--- src/rtl/disp_pkg.sv ---
// disp_pkg: shared types and default timing constants for the display blocks
package disp_pkg;
    typedef enum logic {SCORE, MSG} disp_state_t;
    typedef logic [15:0] digit_word_t;
    typedef struct packed {
        digit_word_t data;
        logic [3:0]  dp;
        logic        blink;
    } disp_msg_t;
    localparam int TICK_DIV_DEF    = 5_000_000;
    localparam int HOLD_TICKS_DEF  = 40;
    localparam int BLINK_TICKS_DEF = 5;
endpackage

--- src/rtl/disp_msg_sched_if.sv ---
// disp_msg_sched_if: score/message inputs and display-driver outputs of the scheduler
interface disp_msg_sched_if;
    import disp_pkg::*;
    digit_word_t score_val;
    logic [3:0]  score_dp;
    logic        msg_req;
    digit_word_t msg_data;
    logic [3:0]  msg_dp;
    logic        msg_blink;
    logic        msg_clear;
    logic        msg_ack;
    logic        msg_busy;
    logic [3:0]  hex3;
    logic [3:0]  hex2;
    logic [3:0]  hex1;
    logic [3:0]  hex0;
    logic [3:0]  dp_out;
    modport master (
        output score_val, score_dp, msg_req, msg_data, msg_dp, msg_blink, msg_clear,
        input  msg_ack, msg_busy, hex3, hex2, hex1, hex0, dp_out
    );
    modport slave (
        input  score_val, score_dp, msg_req, msg_data, msg_dp, msg_blink, msg_clear,
        output msg_ack, msg_busy, hex3, hex2, hex1, hex0, dp_out
    );
endinterface

--- src/rtl/disp_tick_gen.sv ---
// disp_tick_gen: one-cycle tick every TICK_DIV clocks, realigned by a synchronous restart
module disp_tick_gen
    import disp_pkg::*;
#(
    parameter int TICK_DIV = TICK_DIV_DEF
) (
    input  logic clk,
    input  logic reset,
    input  logic i_restart,
    output logic o_tick
);
    localparam int CW = $clog2(TICK_DIV);
    logic [CW-1:0] r_cnt;
    assign o_tick = (r_cnt == CW'(TICK_DIV - 1));
    always_ff @(posedge clk) begin
        if (reset || i_restart || o_tick)
            r_cnt <= '0;
        else
            r_cnt <= r_cnt + 1'b1;
    end
endmodule

--- src/rtl/disp_msg_sched.sv ---
// disp_msg_sched: arbitrates display ownership between live score and timed messages
module disp_msg_sched
    import disp_pkg::*;
#(
    parameter int TICK_DIV    = TICK_DIV_DEF,
    parameter int HOLD_TICKS  = HOLD_TICKS_DEF,
    parameter int BLINK_TICKS = BLINK_TICKS_DEF
) (
    input  logic             clk,
    input  logic             reset,
    disp_msg_sched_if.slave  bus
);
    localparam int HW = $clog2(HOLD_TICKS + 1);
    localparam int BW = $clog2(BLINK_TICKS + 1);
    disp_state_t r_state, w_state_nxt;
    disp_msg_t   r_act, r_pend, w_in;
    logic        r_pend_valid;
    logic [HW-1:0] r_hold;
    logic [BW-1:0] r_bcnt;
    logic        r_phase;
    digit_word_t r_hex;
    logic [3:0]  r_dp;
    logic w_tick, w_hold_done, w_restart, w_show_score;
    logic w_ack, w_load_new, w_promote, w_load_pend, w_drop_pend;
    assign w_in        = {bus.msg_data, bus.msg_dp, bus.msg_blink};
    assign w_hold_done = (r_state == MSG) && w_tick && (r_hold == HW'(HOLD_TICKS - 1));
    assign w_restart   = w_load_new | w_promote;
    disp_tick_gen #(.TICK_DIV(TICK_DIV)) u_tick (
        .clk       (clk),
        .reset     (reset),
        .i_restart (w_restart),
        .o_tick    (w_tick)
    );
    // clear beats expiry and request; an expiring message hands over to pending first
    always_comb begin
        w_state_nxt = r_state;
        w_ack       = 1'b0;
        w_load_new  = 1'b0;
        w_promote   = 1'b0;
        w_load_pend = 1'b0;
        w_drop_pend = 1'b0;
        if (bus.msg_clear) begin
            w_state_nxt = SCORE;
            w_drop_pend = 1'b1;
        end else if (r_state == SCORE) begin
            if (bus.msg_req) begin
                w_ack       = 1'b1;
                w_load_new  = 1'b1;
                w_state_nxt = MSG;
            end
        end else if (w_hold_done) begin
            if (r_pend_valid) begin
                w_promote = 1'b1;
            end else if (bus.msg_req) begin
                w_ack      = 1'b1;
                w_load_new = 1'b1;
            end else begin
                w_state_nxt = SCORE;
            end
        end else if (bus.msg_req && !r_pend_valid) begin
            w_ack       = 1'b1;
            w_load_pend = 1'b1;
        end
    end
    always_ff @(posedge clk) begin
        if (reset) begin
            r_state      <= SCORE;
            r_act        <= '0;
            r_pend       <= '0;
            r_pend_valid <= 1'b0;
            r_hold       <= '0;
            r_bcnt       <= '0;
            r_phase      <= 1'b0;
        end else begin
            r_state      <= w_state_nxt;
            r_act        <= w_load_new ? w_in : w_promote ? r_pend : r_act;
            r_pend       <= w_load_pend ? w_in : r_pend;
            r_pend_valid <= (w_drop_pend || w_promote) ? 1'b0 : w_load_pend ? 1'b1 : r_pend_valid;
            if (w_restart) begin
                r_hold  <= '0;
                r_bcnt  <= '0;
                r_phase <= 1'b0;
            end else if (w_tick && r_state == MSG) begin
                r_hold <= r_hold + 1'b1;
                if (r_act.blink) begin
                    r_bcnt  <= (r_bcnt == BW'(BLINK_TICKS - 1)) ? '0 : r_bcnt + 1'b1;
                    r_phase <= (r_bcnt == BW'(BLINK_TICKS - 1)) ? ~r_phase : r_phase;
                end
            end
        end
    end
    assign w_show_score = (r_state == SCORE) || (r_act.blink && r_phase);
    always_ff @(posedge clk) begin
        if (reset) begin
            r_hex <= '0;
            r_dp  <= 4'b1111;
        end else begin
            r_hex <= w_show_score ? bus.score_val : r_act.data;
            r_dp  <= w_show_score ? bus.score_dp : r_act.dp;
        end
    end
    assign bus.msg_ack  = w_ack & ~reset;
    assign bus.msg_busy = (r_state == MSG) | r_pend_valid;
    assign {bus.hex3, bus.hex2, bus.hex1, bus.hex0} = r_hex;
    assign bus.dp_out   = r_dp;
endmodule
--- src/flat_wrapper.sv ---
// flat-port wrapper written by rule: the top's interface ports become plain ports
module disp_msg_sched_flat import disp_pkg::*;
#(
    parameter int TICK_DIV    = TICK_DIV_DEF,
    parameter int HOLD_TICKS  = HOLD_TICKS_DEF,
    parameter int BLINK_TICKS = BLINK_TICKS_DEF
)
  (clk, reset, bus_score_val, bus_score_dp, bus_msg_req, bus_msg_data, bus_msg_dp, bus_msg_blink, bus_msg_clear, bus_msg_ack, bus_msg_busy, bus_hex3, bus_hex2, bus_hex1, bus_hex0, bus_dp_out);
  disp_msg_sched_if bus_i ();
  input  logic clk;
  input  logic reset;
  input wire logic [$bits(bus_i.score_val)-1:0] bus_score_val;
  input wire logic [$bits(bus_i.score_dp)-1:0] bus_score_dp;
  input wire logic [$bits(bus_i.msg_req)-1:0] bus_msg_req;
  input wire logic [$bits(bus_i.msg_data)-1:0] bus_msg_data;
  input wire logic [$bits(bus_i.msg_dp)-1:0] bus_msg_dp;
  input wire logic [$bits(bus_i.msg_blink)-1:0] bus_msg_blink;
  input wire logic [$bits(bus_i.msg_clear)-1:0] bus_msg_clear;
  output wire logic [$bits(bus_i.msg_ack)-1:0] bus_msg_ack;
  output wire logic [$bits(bus_i.msg_busy)-1:0] bus_msg_busy;
  output wire logic [$bits(bus_i.hex3)-1:0] bus_hex3;
  output wire logic [$bits(bus_i.hex2)-1:0] bus_hex2;
  output wire logic [$bits(bus_i.hex1)-1:0] bus_hex1;
  output wire logic [$bits(bus_i.hex0)-1:0] bus_hex0;
  output wire logic [$bits(bus_i.dp_out)-1:0] bus_dp_out;
  assign bus_i.score_val = bus_score_val;
  assign bus_i.score_dp = bus_score_dp;
  assign bus_i.msg_req = bus_msg_req;
  assign bus_i.msg_data = bus_msg_data;
  assign bus_i.msg_dp = bus_msg_dp;
  assign bus_i.msg_blink = bus_msg_blink;
  assign bus_i.msg_clear = bus_msg_clear;
  assign bus_msg_ack = bus_i.msg_ack;
  assign bus_msg_busy = bus_i.msg_busy;
  assign bus_hex3 = bus_i.hex3;
  assign bus_hex2 = bus_i.hex2;
  assign bus_hex1 = bus_i.hex1;
  assign bus_hex0 = bus_i.hex0;
  assign bus_dp_out = bus_i.dp_out;
  disp_msg_sched #(.TICK_DIV(TICK_DIV), .HOLD_TICKS(HOLD_TICKS), .BLINK_TICKS(BLINK_TICKS)) u_core (.clk(clk), .reset(reset), .bus(bus_i));
endmodule
--- config.mk ---
export PLATFORM = sky130hd
export DESIGN_NAME = disp_msg_sched_flat
export DESIGN_NICKNAME = d
export VERILOG_FILES = /design/src/rtl/disp_pkg.sv /design/src/rtl/disp_msg_sched_if.sv /design/src/rtl/disp_tick_gen.sv /design/src/rtl/disp_msg_sched.sv /design/src/flat_wrapper.sv
export SDC_FILE = /design/constraint.sdc
export NUM_CORES = 1
export LEC_CHECK = 0
export ABC_AREA = 1
export ABC_CLOCK_PERIOD_IN_PS = 1740
export CELL_PAD_IN_SITES_DETAIL_PLACEMENT = 1
export CELL_PAD_IN_SITES_GLOBAL_PLACEMENT = 2
export CORE_MARGIN = 5
export CORE_UTILIZATION = 27
export DETAILED_ROUTE_END_ITERATION = 7
export PLACE_DENSITY = 0.76
export SYNTH_ARGS = -nofsm -noshare
export SYNTH_HDL_FRONTEND = slang
export SYNTH_SLANG_ARGS = --single-unit
--- constraint.sdc ---
create_clock -name clk -period 1.74 [get_ports clk]
set_clock_uncertainty 0.05 [all_clocks]
set_input_delay 0.435 -clock clk [delete_from_list [all_inputs] [get_ports clk]]
set_output_delay 0.435 -clock clk [all_outputs]
set_load 0.02 [all_outputs]
==> results.txt <==
* Average via count per standard cell: 4.55
- For this block, the routed nets add up to 15.3 mm of wire.
- In the routed design, unresolved DRC markers number 0.
* Final-report max-slew violation count: 0
- At the later pin of the worst-skew pair, clock insertion delay measures 350 ps.
- Initial Util: 27.7%
- In this run the power density over the cells is between 700 and 800 mW/mm².
- Of the available clock period, the critical path in the final layout requires 108%.
* Smallest setup slack after layout: -134 ps
- The detailed router finished its first iteration with 103 violations.
- Global-route total usage across every layer: approximately 16%
- Total number of yosys warnings: 0
- Share of flip-flops with an asynchronous set or reset: 0%
- The first detailed-routing pass ran for 4 iterations.
* Data arrival, critical path: 2120 ps
- Die area: 0.0191 mm²
- Number of antenna violations at the first check in global routing: 0
- For the pin with the worst max-slew slack, the measured transition is 473 ps.
- Number of antenna diodes: 0
- Timing would allow up to 0.534 GHz.
- After layout, the design draws a total of about 5.1 mW.
* Max-cap violation count: 0
- Dividing the detail-routed wire length by the instance count gives 15.6 µm.
- Port buffering added 66 buffers.
* Most used DFF post-synth: sky130_fd_sc_hd__dfxtp_1
- IR drop worst, VDD: 0.501 mV
* Maximum number of pins on one net before global-route repair: 44
- Cell-by-cell listing of the critical path: ha_2, nand3_1, nor2_1, buf_4, nand4_1, nand3_2, nand2_2, clkinv_4, buf_12, buf_16, nand2_1, nand2_1
* Unrepaired setup endpoints after global routing: true
* Count of buffering cells on the critical path with inverters included: 4
- The net count of the finished layout is 806.
* Violations in the final reports: setup timing
* Clock H-tree levels: 3
* Required time at the worst-slack endpoint: a little under 2000 ps
- In this run, post-CTS hold repair placed 0 buffers.
* Setup-failing EPs final: 75
- Across all hold checks on the routed design, the worst slack comes to 401 ps.
* Total congestion overflow after global routing: 0
- Worst-path clk slew: roughly 70 ps
- Vias in the first global route: between 4000 and 5000
* End-of-flow core utilization: about 44%
- The number of hold-slack violations in the final timing report was 0.
- Time the worst path needs with I/O delays and setup: ~1900 ps
- Global-route wire length before repair: around 24 mm
- The clock net in this run drives a total of 97 sinks.
* Root Buffer Master: sky130_fd_sc_hd__clkbuf_16
- Buffers inserted during clock tree synthesis total 9.
* Syn Area/Cell: 7.16 µm²
- Class of the most critical hold timing path: register to register
- The largest single stage delay on the critical path is 360 ps.
- Clock tree from TritonCTS: done
- Top delay family on crit path: simple AND/OR/NAND/NOR gates
- Netlist cell types: 31
- Cell type of the slowest stage on the worst timing path: sky130_fd_sc_hd__dfxtp_1
* Chip Height: 138 µm
* Routability Congestion: a little over 0.8
- Synthesis inferred 97 register bits.
* Number of top-level design ports: 67
- DP HPWL: ~9.9 mm
- Ranking of synthesized cells by area: sky130_fd_sc_hd__dfxtp_1 (44%), sky130_fd_sc_hd__nand2_1 (15%), sky130_fd_sc_hd__nor2_1 (10%)
- Most used cell, CP: sky130_fd_sc_hd__nand2_1
- Along the worst path, the maximum fanout reaches 5.
- Commonest cells in the synthesized netlist: sky130_fd_sc_hd__nand2_1 (179), sky130_fd_sc_hd__nor2_1 (120), sky130_fd_sc_hd__dfxtp_1 (97), sky130_fd_sc_hd__nand3_1 (42), sky130_fd_sc_hd__inv_1 (35)
* Element type at the critical path end: register
- Core region area: 0.0160 mm²
* Area Overhead vs Synth: 59.1%
- Part of the Yosys area used for sequential elements: between 40 and 50%
- Buffers from clock root to sink, at most: 2
- The floorplan has 46 rows.
* Largest area contributor in the netlist: sky130_fd_sc_hd__dfxtp_1
* Cells after Synth: just over 600
- Of the cells placed in the final design, the portion with a size suffix greater than 1 is between 30 and 40%.
- STA classifies the critical path startpoint as a register.
* Lkg Pwr: 3.14 nW
- Top-area cell type share of the netlist area: 43.7%
* Area of the mapped netlist: 0.00444 mm²
- Chip width: 138 µm
* Status: finished, violations left
* Kind of critical path: register to register
- In the post-synthesis netlist, the cell with the most instances is sky130_fd_sc_hd__nand2_1.
* Number of enable-type register cells in the synthesized netlist: 0
* Max-Slew Margin vs Limit: 68.4%
- Number of antenna-violating nets in the routed design: 0
* Net Count, Synth: ~670
* Via count: 4449
[worst register-to-register path, stage by stage, from the launching register on]
cell	delay [ps]
sky130_fd_sc_hd__dfxtp_1	360
sky130_fd_sc_hd__ha_2	220
sky130_fd_sc_hd__nand3_1	80
sky130_fd_sc_hd__nor2_1	110
sky130_fd_sc_hd__buf_4	160
sky130_fd_sc_hd__nand4_1	170
sky130_fd_sc_hd__nand3_2	160
sky130_fd_sc_hd__nand2_2	80
sky130_fd_sc_hd__clkinv_4	110
sky130_fd_sc_hd__buf_12	110
sky130_fd_sc_hd__buf_16	110
sky130_fd_sc_hd__nand2_1	50
sky130_fd_sc_hd__nand2_1	50
[sequential cells by signal (all words and copies together) (netlist names)]
name / flops
u_core.r_pend_valid: 1
u_core.r_phase: 1
u_core.r_hold: 6
u_core.bus.dp_out: 4
u_core.r_pend: 21
u_core.r_act: 21
u_core.u_tick.r_cnt: 23
u_core.r_bcnt: 3
u_core.r_state: 1
u_core.r_hex: 16
[layout make-up]
| cell class | count | area (µm²) |
|---|---|---|
| Inverter | 41 | 159 |
| Clock buffer | 10 | 229 |
| Multi-Input combinational cell | 455 | 2750 |
| Timing Repair Buffer | 153 | 1630 |
| Tap cell | 216 | 270 |
| Clock inverter | 5 | 81.3 |
| Sequential cell | 97 | 1950 |
| Fill cell | 1922 | 8940 |
[layer usage]
layer,part of all wire (%),global-route usage (%),up-vias
met4,2.7,6.92,0
met1,43,18.5,2143
met5,0,0,-
li1,-,-,2223
met3,1.8,2.17,29
met2,52,27.7,54
[final timing paths]
path,from,to,slack (ps),cells after the start
worst max-delay path,u_core.r_hold[1]$_SDFFE_PP0N_,u_core.r_act[15]$_SDFFE_PP0P_,-130,12
worst max register to register,u_core.r_hold[1]$_SDFFE_PP0N_,u_core.r_act[15]$_SDFFE_PP0P_,-130,12
worst min register to register,u_core.r_act[2]$_SDFFE_PP0P_,u_core.r_act[2]$_SDFFE_PP0P_,400,2
worst min-delay path,u_core.r_act[2]$_SDFFE_PP0P_,u_core.r_act[2]$_SDFFE_PP0P_,400,2
[logic make-up after synthesis]
kind of cell	synth area share (%)
AOI/OAI and AO/OA	3.21
xor gates and xnor gates	4.93
adders and majority gates	1.13
buffers and inverters	7.24
DFF	43.7
and+or+nand+nor	39.7
[report_power, final]
group          switching (mW)  internal, mW
Sequential             0.0282          2.28
Clock                   0.898          1.25
Combinational           0.342         0.316
[through the flow]
stage / instance area, µm² / TNS (ps) / instances / setup slack [ps]
floorplan: 4440 / 0 / 620 / 44.5
global placement: 5750 / -31340 / 934 / -617
finish: 7060 / -4930 / 977 / -134
global route: 7060 / -13440 / 977 / -260
detailed placement: 5750 / -33870 / 934 / -645
CTS: 6560 / -6330 / 968 / -187
[repair_timing]
item | CTS | global route
pin swaps | 21 | 62
endpoints found under the setup margin | 97 | 77
resized for setup | 99 | 125
buffers inserted | 12 | 10
gates cloned | 7 | 3
endpoints found under the hold margin | 0 | 0
[cell usage in the layout (no fill, tap or decap), drive strengths merged]
master,count
bufinv,2
dfxtp,97
o21ai,16
and3,1
clkdlybuf4s50,41
nor3,5
nand3b,23
nor3b,1
xor2,18
nand3,44
nand2,183
inv,40
clkinvlp,1
buf,85
a21oi,11
xnor2,7
clkinv,3
clkbuf,13
ha,4
or2,1
nand4,9
dlymetal6s2s,2
clkdlybuf4s15,1
dlygate4sd2,21
nor2,127
nor4,4
a211oi,1
No activity file was read; power rests on OpenSTA's default activity.
